[src/rtl/div_sched.sv]
// Round-robin scheduler sharing one unsigned 32-step restoring divider between NREQ requesters.
// Applies RISC-V DIV/DIVU/REM/REMU sign rules and short-cuts divide-by-zero and signed overflow.
module div_sched #(
  parameter int unsigned NREQ = 2,
  parameter int unsigned IDW  = (NREQ > 1) ? $clog2(NREQ) : 1
) (
  input  logic                 clk,
  input  logic                 reset,
  input  logic [NREQ-1:0]      req,
  input  logic [2*NREQ-1:0]    op,
  input  logic [32*NREQ-1:0]   a,
  input  logic [32*NREQ-1:0]   b,
  output logic [NREQ-1:0]      ack,
  output logic                 busy,
  output logic                 rsp_valid,
  input  logic                 rsp_ready,
  output logic [IDW-1:0]       rsp_id,
  output logic [31:0]          rsp_data
);

  localparam int unsigned W   = 32;
  localparam int unsigned CNW = 6;

  localparam logic [1:0] S_IDLE = 2'd0;
  localparam logic [1:0] S_KICK = 2'd1;
  localparam logic [1:0] S_WAIT = 2'd2;
  localparam logic [1:0] S_RESP = 2'd3;

  logic [1:0]     state_q, state_d;
  logic [IDW-1:0] ptr_q, ptr_d;
  logic [IDW-1:0] id_q, id_d;
  logic [W-1:0]   data_q, data_d;
  logic           is_rem_q, is_rem_d;
  logic           neg_q_q, neg_q_d;
  logic           neg_r_q, neg_r_d;
  logic [W-1:0]   mag_a_q, mag_a_d;
  logic [W-1:0]   mag_b_q, mag_b_d;

  // Shared divider core: kick/ready handshake, synchronous active-high reset.
  logic           core_srst;
  logic           core_kick;
  logic           core_ready;
  logic           core_busy_q, core_busy_d;
  logic [CNW-1:0] core_cnt_q, core_cnt_d;
  logic [W-1:0]   core_quo_q, core_quo_d;
  logic [W-1:0]   core_rem_q, core_rem_d;
  logic [W-1:0]   core_div_q, core_div_d;
  logic [W:0]     core_shift;
  logic [W:0]     core_diff;

  logic [1:0]     op_arr [NREQ];
  logic [W-1:0]   a_arr  [NREQ];
  logic [W-1:0]   b_arr  [NREQ];

  logic           found_c;
  logic [IDW-1:0] gnt_c;
  logic [NREQ-1:0] ack_c;

  logic [1:0]     op_g;
  logic [W-1:0]   a_g;
  logic [W-1:0]   b_g;
  logic           sgn;

  assign core_srst  = ~reset;
  assign core_kick  = (state_q == S_KICK);
  assign core_ready = ~core_busy_q;

  always_comb begin
    for (int i = 0; i < int'(NREQ); i++) begin
      op_arr[i] = op[2*i +: 2];
      a_arr[i]  = a[W*i +: W];
      b_arr[i]  = b[W*i +: W];
    end
  end

  // Round-robin search starting just after the last grant.
  always_comb begin
    int unsigned idx;
    found_c = 1'b0;
    gnt_c   = '0;
    idx     = 0;
    for (int unsigned i = 1; i <= NREQ; i++) begin
      idx = (32'(ptr_q) + i) % NREQ;
      if (!found_c && req[IDW'(idx)]) begin
        found_c = 1'b1;
        gnt_c   = IDW'(idx);
      end
    end
  end

  always_comb begin
    core_busy_d = core_busy_q;
    core_cnt_d  = core_cnt_q;
    core_quo_d  = core_quo_q;
    core_rem_d  = core_rem_q;
    core_div_d  = core_div_q;
    core_shift  = {core_rem_q, core_quo_q[W-1]};
    core_diff   = core_shift - {1'b0, core_div_q};
    if (core_kick && !core_busy_q) begin
      core_busy_d = 1'b1;
      core_cnt_d  = CNW'(W);
      core_quo_d  = mag_a_q;
      core_rem_d  = '0;
      core_div_d  = mag_b_q;
    end else if (core_busy_q) begin
      // One restoring step per cycle; borrow out means the trial subtract failed.
      if (!core_diff[W]) begin
        core_rem_d = core_diff[W-1:0];
        core_quo_d = {core_quo_q[W-2:0], 1'b1};
      end else begin
        core_rem_d = core_shift[W-1:0];
        core_quo_d = {core_quo_q[W-2:0], 1'b0};
      end
      core_cnt_d = core_cnt_q - CNW'(1);
      if (core_cnt_q == CNW'(1)) core_busy_d = 1'b0;
    end
  end

  always_ff @(posedge clk) begin
    if (core_srst) begin
      core_busy_q <= 1'b0;
      core_cnt_q  <= '0;
      core_quo_q  <= '0;
      core_rem_q  <= '0;
      core_div_q  <= '0;
    end else begin
      core_busy_q <= core_busy_d;
      core_cnt_q  <= core_cnt_d;
      core_quo_q  <= core_quo_d;
      core_rem_q  <= core_rem_d;
      core_div_q  <= core_div_d;
    end
  end

  always_comb begin
    state_d  = state_q;
    ptr_d    = ptr_q;
    id_d     = id_q;
    data_d   = data_q;
    is_rem_d = is_rem_q;
    neg_q_d  = neg_q_q;
    neg_r_d  = neg_r_q;
    mag_a_d  = mag_a_q;
    mag_b_d  = mag_b_q;
    ack_c    = '0;
    op_g     = op_arr[gnt_c];
    a_g      = a_arr[gnt_c];
    b_g      = b_arr[gnt_c];
    sgn      = ~op_g[0];
    case (state_q)
      S_IDLE: begin
        if (found_c && reset) begin
          ack_c[gnt_c] = 1'b1;
          ptr_d        = gnt_c;
          id_d         = gnt_c;
          is_rem_d     = op_g[1];
          if (b_g == '0) begin
            data_d  = op_g[1] ? a_g : '1;
            state_d = S_RESP;
          end else if (sgn && a_g == 32'h8000_0000 && b_g == 32'hFFFF_FFFF) begin
            data_d  = op_g[1] ? '0 : 32'h8000_0000;
            state_d = S_RESP;
          end else begin
            neg_q_d = sgn & (a_g[W-1] ^ b_g[W-1]);
            neg_r_d = sgn & a_g[W-1];
            mag_a_d = (sgn && a_g[W-1]) ? -a_g : a_g;
            mag_b_d = (sgn && b_g[W-1]) ? -b_g : b_g;
            state_d = S_KICK;
          end
        end
      end
      S_KICK: state_d = S_WAIT;
      S_WAIT: begin
        if (core_ready) begin
          if (is_rem_q) data_d = neg_r_q ? -core_rem_q : core_rem_q;
          else          data_d = neg_q_q ? -core_quo_q : core_quo_q;
          state_d = S_RESP;
        end
      end
      S_RESP: begin
        if (rsp_ready) state_d = S_IDLE;
      end
      default: state_d = S_IDLE;
    endcase
  end

  always_ff @(posedge clk or negedge reset) begin
    if (!reset) begin
      state_q  <= S_IDLE;
      ptr_q    <= IDW'(NREQ - 1);
      id_q     <= '0;
      data_q   <= '0;
      is_rem_q <= 1'b0;
      neg_q_q  <= 1'b0;
      neg_r_q  <= 1'b0;
      mag_a_q  <= '0;
      mag_b_q  <= '0;
    end else begin
      state_q  <= state_d;
      ptr_q    <= ptr_d;
      id_q     <= id_d;
      data_q   <= data_d;
      is_rem_q <= is_rem_d;
      neg_q_q  <= neg_q_d;
      neg_r_q  <= neg_r_d;
      mag_a_q  <= mag_a_d;
      mag_b_q  <= mag_b_d;
    end
  end

  assign ack       = ack_c;
  assign busy      = (state_q != S_IDLE);
  assign rsp_valid = (state_q == S_RESP);
  assign rsp_id    = id_q;
  assign rsp_data  = data_q;

endmodule

[config.mk]
export PLATFORM = sky130hd
export DESIGN_NAME = div_sched
export DESIGN_NICKNAME = d
export VERILOG_FILES = /design/src/rtl/div_sched.sv
export SDC_FILE = /design/constraint.sdc
export NUM_CORES = 1
export LEC_CHECK = 0
export BUFFER_PORTS_ARGS = -buffer_cell sky130_fd_sc_hd__buf_4
export CAP_MARGIN = 20
export CORE_UTILIZATION = 60
export CTS_CLUSTER_SIZE = 25
export DETAILED_ROUTE_END_ITERATION = 8
export GPL_TIMING_DRIVEN = 0
export MAX_ROUTING_LAYER = met4
export PLACE_DENSITY = 0.82
export SYNTH_ARGS = -nofsm -noshare
export SYNTH_HDL_FRONTEND = slang
export SYNTH_SLANG_ARGS = --single-unit
[constraint.sdc]
create_clock -name clk -period 12.7 [get_ports clk]
set_input_delay 0 -clock clk [delete_from_list [all_inputs] [get_ports clk]]
set_output_delay 0 -clock clk [all_outputs]
set_load 0.03 [all_outputs]
---- Word level (Yosys, flattened, before mapping) ----
Index checks and enable logic that the tools add are counted.
word-level totals
  register bits after elaboration ......... 206
  input port bits ......................... 137
  output and inout bits ................... 37
  word-level logic and storage cells ...... 114
operators by class
  add/subtract/negate cells ............... 8
  $lt $le $gt $ge ......................... 5
  eq/ne operators ......................... 10
  mux-type cells .......................... 48
  bitwise operators ....................... 8
  reductions and logical operators ........ 20
operators by type and width
  kind                                                                           count
  32-bit 2-to-1 mux                                                              20
  32-bit negation                                                                4
  32-bit == test (second input constant)                                         2
  32-bit one-hot mux with 2 select lines                                         1
  33-bit by 32-bit subtractor with 33-bit output                                 1
  32-bit zero test                                                               1
  2-bit 2-to-1 mux                                                               10
  1-bit 2-to-1 mux                                                               13
  6-bit 2-to-1 mux                                                               2
  1-bit logical AND                                                              8
  2-bit one-hot mux with 4 select lines                                          1
  4-bit AND reduction                                                            2
  6-bit by 1-bit == test with 1-bit output (second input constant)               1
  1-bit by 2-bit less-than comparator with 1-bit output (second input constant)  3
  2-bit nonzero test                                                             3
  6-bit by 1-bit subtractor with 6-bit output (second input constant)            1
  2-bit == test (second input constant)                                          2
  2-bit inequality test (second input constant)                                  2
  1-bit inverter                                                                 4
  3-bit inequality test (second input constant)                                  1
  3-bit AND reduction                                                            1
  1-bit adder (second input constant)                                            2
  1-bit AND                                                                      2
  2-bit by 1-bit == test with 1-bit output (second input constant)               1
  10 further kinds                                                               11

---- Depth between registers and ports, before layout ----
  depth after elaboration ................. 18
  mapped depth ............................ 18
  depth with buffers taken out ............ 12

---- Worst setup path before layout ----
No wires, ideal clock.
  path kind ............................... flip-flop to flip-flop
  from .................................... reg ptr_q
  to ...................................... reg data_q[25], in the netlist rsp_data[25]
  setup time .............................. 0.128 ns
  arrival time ............................ 3.997 ns
  path slack .............................. 8.575 ns
  cell stages (with the launch flop) ...... 18
  buffers on the path ..................... 6
  cell sequence ........................... dfstp_2 > a21boi_2 > buf_2 > buf_2 > buf_1 > buf_1 > mux2i_1 > inv_1 > ha_1 > or4b_1 > a2111oi_0 > nand3_1 > a21oi_1 > a21oi_1 > or2_1 > clkbuf_1 > buf_2 > mux2_1
on the way
  longest elaborated chain between the ends .. 16
  elaborated cells between the ends (all ways) .. 36
  classes of those cells .................. add/sub (2); eq/ne (4); mux (21); bitwise (2); reduce/logical (7)
RTL lines
  element                                                                                    line           source
  from (decl)                                                                                30             logic [IDW-1:0] ptr_q, ptr_d;
  from (signal assigned)                                                                     190            ptr_q <= IDW'(NREQ - 1);
  from (signal assigned)                                                                     200            ptr_q <= ptr_d;
  1-bit adder                                                                                83             idx = (32'(ptr_q) + i) % NREQ;
  1-bit 2-to-1 mux (not written as such) (2 in series)                                       84             if (!found_c && req[IDW'(idx)]) begin
  1-bit 2-to-1 mux                                                                           84
  1-bit zero test                                                                            84
  1-bit logical AND                                                                          84
  1-bit 2-to-1 mux                                                                           84
  1-bit inverter with 2-bit output (not written as such)                                     146, 147, 148
  32-bit 2-to-1 mux (not written as such) or 2-bit 2-to-1 mux (tied branches) (3 in series)  147, 146
  32-bit == test or 1-bit inverter (tied branches)                                           160, 149
  1-bit logical AND (2 in series)                                                            160            end else if (sgn && a_g == 32'h8000_0000 && b_g == 32'hFFFF_FFFF) begin
  3-bit inequality test (no line)                                                            n/a
  4-bit AND reduction (no line)                                                              n/a
  to (signal assigned)                                                                       202            data_q <= data_d;
  to (decl)                                                                                  32             logic [W-1:0] data_q, data_d;
Several ways; a longest one is shown, not always the timed one. The select of a mux whose other input is x is not followed.
A chain may end at the register's enable or synchronous reset.

---- Final worst setup path ----
  from .................................... reg ptr_q
  to ...................................... reg neg_q_q
on the way
  longest elaborated chain between the ends .. 16
  elaborated cells between the ends (all ways) .. 34
  classes of those cells .................. add/sub (2); eq/ne (2); mux (17); bitwise (6); reduce/logical (7)
RTL lines
  element                                                                                    line           source
  1-bit adder                                                                                83
  1-bit 2-to-1 mux (not written as such) (2 in series)                                       84
  1-bit 2-to-1 mux                                                                           84
  1-bit zero test                                                                            84
  1-bit logical AND                                                                          84
  1-bit 2-to-1 mux                                                                           84
  1-bit inverter with 2-bit output (not written as such)                                     146, 147, 148
  32-bit 2-to-1 mux (not written as such) or 2-bit 2-to-1 mux (tied branches) (3 in series)  147, 146
  32-bit == test or 1-bit inverter (tied branches)                                           160, 149
  1-bit logical AND (2 in series)                                                            160
  1-bit inverter (no line)                                                                   n/a
  4-bit AND reduction (no line)                                                              n/a
  to (signal assigned)                                                                       204            neg_q_q <= neg_q_d;
  to (decl)                                                                                  34             logic neg_q_q, neg_q_d;
Several ways; a longest one is shown, not always the timed one. The select of a mux whose other input is x is not followed.

==> results.md <==
* Outcome: finished, final reports clean
* Endpoints failing hold at 0
* Die X at 158.1 um
* P&R area growth vs syn at 22.32%
* Htree depth at 1
* Worst path max stage delay at between 0.7 and 0.8 ns
* Clock Tree Root: clkbuf_16
* Cell variety after synth at 75
* DIE HEIGHT at 158.1 um
* Clock latency on the worst-skew pair at 0.53 ns
* Clock-pin slew on the worst setup and hold paths at roughly 0.06 ns
* Reg2reg start: ptr_q
* Critical Path AT at 6.89 ns
* Synthesized Nets at 1,978
* Layout Nets at 2,259
* I/O Buffers at 173
* Number of flops mapped to enable cells by yosys at 0
* Bufs and invs on worst path at 8
* Post-synth top area share at 17.45%
* Iter 0 DRT Violations at approximately 1,500
* Max Fclk at 154.9 MHz
* Num rows at 56
* Reg-to-reg endpoint: neg_q_q
* Worst Setup SP: ptr_q
* R2R setup slack at 6.24 ns
* CP top delay family: buffers and inverters
* Via count at 15,180
* Detail Route Antenna Nets at 0
* Cell taking the most area after synthesis: dfrtp_1
* Met2 Usage GRT at 67.31%
* Global route hottest layer: met2
* GRT Residual Overflow at 0
* Remaining DRCs at 0
* Met3 Resource Use GR at 10.18%
* Total negative slack at 0 ns
* Final setup viols at 0
* Final wirelength at 52,470 um
* CP Data Required Time at 13.13 ns
* Levels on crit path at 17
* Vias per inst at 6.292
* Crit-path cells: a21boi_2, buf_2, buf_2, buf_1, clkbuf_1, mux2i_1, ha_1, and4_1, or3b_1, buf_2, nand2_1, or2_2, clkbuf_1, buf_2, buf_2, nand2_1, o31ai_1
* Crit-path slowest cell: buf_1
* # Post-CTS Setup Buffers at 0
* Largest net degree at the start of global routing at just over 70
* Synth area leaders: dfrtp_1 (17%), dfxtp_1 (14%), mux2i_1 (8.3%)
* #FFs+latches synth at roughly 210
* Synth async-reset ratio at 50.00%
* Worst Reg2Reg Path Length in Cells at 17
* Min-Delay Path Class: primary input to flop
* Synth Area per Inst at 8.143 sq um
* Filler cell count at 1,844
* Final HPWL DP at 39,420 um
* Crit end category: flop
* Max Slew Vio Count at 0
* Critical path class: flop to flop
* Worst slew pin tran at around 1.3 ns
* TritonCTS Buffers at 23
* P_leak at 0.007746 uW
* Synth Flop Type: dfxtp_1
* First-pass GRT wire length at 79,900 um
* Initial Utilization at 61.76%
* Peak VDD IR at 0.0002313 V
* Max-capacitance violation count at 0
* Gr usage total at a little over two fifths
* Layout Skew at about 0.023 ns
* Seq/Total Area, Yosys at 31.73%
* Synth Instances at 1,796
* Routed WL per cell at approximately 22 um
* Cell Pwr Density at between 200 and 300 mW/mm^2
* Slew HR at 12.42%
* Post-Syn Area at between 0.01 and 0.015 sq mm
* Share of cells above drive strength 1 at approximately an eighth
* RePlAce Congestion at 1.010
* Commonest cells post-synth: nand2_1 (274), o21ai_0 (189), mux2i_1 (122), dfxtp_1 (103), dfrtp_1 (102)
* TritonCTS Sinks at 206
* Fin crit share at 50.85%
* Initial antenna violation count at 0
* Met1 usage at 52.83%
* Post_cts resized at 0
* Most used cell along the critical path: buf_2
* I/O pin cnt at 174
* CORE AREA at 0.02368 sq mm
* Min Tclk post-route at 6.458 ns
* Die ar. at 0.02500 sq mm
* RSZ-0062 raised after global routing: no
* Drt pass-1 iters at 6
* CTS tree: done
* YS warnings at 0
* Crit path max fanout at 10
* Pwr Total at 5174 uW
* Crit path to: neg_q_q
* Vias in the first global route at 14,560
* Most common cell in the netlist: nand2_1
* Crit start category: flop
* Clk buf depth at 3
* Ant diodes at 0
[worst reg2reg max path, delay by kind of cell, from the launching register on]
| kind | cells | cell delay [ns] |
|---|---|---|
| and+or+nand+nor | 5 | 1.13 |
| muxes | 1 | 0.43 |
| adders and majority gates | 1 | 0.31 |
| DFF | 1 | 0.39 |
| buffers and inverters | 8 | 3.79 |
| AOI/OAI and AO/OA | 2 | 0.30 |
[worst min path at each step]
| stage | from | end | slack (ns) | depth (start not counted) |
|---|---|---|---|---|
| global route | b[4] | mag_b_q[4] | 0.02 | 4 |
| detailed placement | reset | mag_a_q[26] | 0.18 | 1 |
| CTS | b[54] | mag_b_q[22] | 0.0006 | 4 |
| floorplan | reset | is_rem_q | -0.30 | 0 |
| finish | b[12] | mag_b_q[12] | 0.01 | 4 |
| global placement | reset | mag_a_q[25] | 0.38 | 1 |
[cell type report]
cell class                 instances  area [sq um]  share of cell area, %
buffer                           108         454.2                  2.539
clock buffer                      27         600.6                  3.357
tap                              319         399.1                  2.231
clock inverter                    14         126.4                 0.7064
timing repair buffer             256          2138                  11.95
inverter                          58         217.7                  1.217
multi-input combinational       1424          9313                  52.06
sequential                       206          4641                  25.94
[layout by cell type, fill, tap and decap left out, drive strengths merged, types with 11 or more instances in the layout]
cell type    count
nand2          274
buf            206
o21ai          199
mux2i          125
clkbuf         105
dfxtp          103
dfrtp          102
nor2            85
a21oi           80
dlygate4sd3     80
xnor2           78
xor2            71
inv             58
ha              44
o31ai           38
mux2            38
nor2b           37
a21boi          34
and2            33
nor3            31
or3             27
a31oi           23
o211ai          23
nand4           21
nand3           17
nand2b          14
or4             13
nor4            12
or2             12
a211oi          11
[where the power goes]
| group | internal [uW] | switching, uW |
|---|---|---|
| clock | 379 | 280 |
| sequential | 907 | 262 |
| combinational | 1340 | 2000 |
[metal layers]
metal | share of wire [%] | routed length, um | vias up
met5 | 0 | 0 | -
met4 | 4.7 | 2490 | 0
met3 | 10 | 5475 | 181
met2 | 45 | 23440 | 909
met1 | 40 | 21060 | 7178
li1 | - | - | 6908
[state kept, by name, indices dropped and copies added (netlist names), 2 cells and up]
name and count:
core_cnt_q 6, rsp_data 32, core_div_q 32, mag_b_q 32, state_q 2, core_quo_q 32
core_rem_q 32, mag_a_q 32
[logic make-up (layout without fill, tap and decap cells)]
| kind of cell | Yosys count | after routing | synth area share (%) |
|---|---|---|---|
| simple gates | 601 | 601 | 19.84 |
| compound gates | 466 | 466 | 19.39 |
| flops | 206 | 206 | 31.73 |
| buf+inv | 166 | 463 | 4.594 |
| mux | 163 | 163 | 11.62 |
| xor+xnor | 149 | 149 | 8.923 |
| fa+ha+maj | 45 | 45 | 3.901 |
[what timing repair did]
| item | CTS | global route |
|---|---|---|
| setup endpoints to repair | 0 | 0 |
| endpoints found under the hold margin | 105 | 0 |
| hold buffers | 80 | 0 |
[metrics by stage]
| step | cell area, sq um | setup WS [ns] | hold WS (ns) | utilization, % | std cells |
|---|---|---|---|---|---|
| after floorplan | 14630 | 8.575 | -0.2956 | - | 1796 |
| after global placement | 16320 | 5.975 | 0.3826 | 68.92 | 2288 |
| after detailed placement | 16350 | 6.323 | 0.1755 | 69.02 | 2290 |
| after CTS | 17870 | 6.439 | 0.0006393 | 75.48 | 2411 |
| after global routing | 17890 | 6.132 | 0.02232 | 75.54 | 2412 |
| final | 17890 | 6.242 | 0.01177 | 75.54 | 2412 |
No activity file was read; power rests on OpenSTA's default activity.
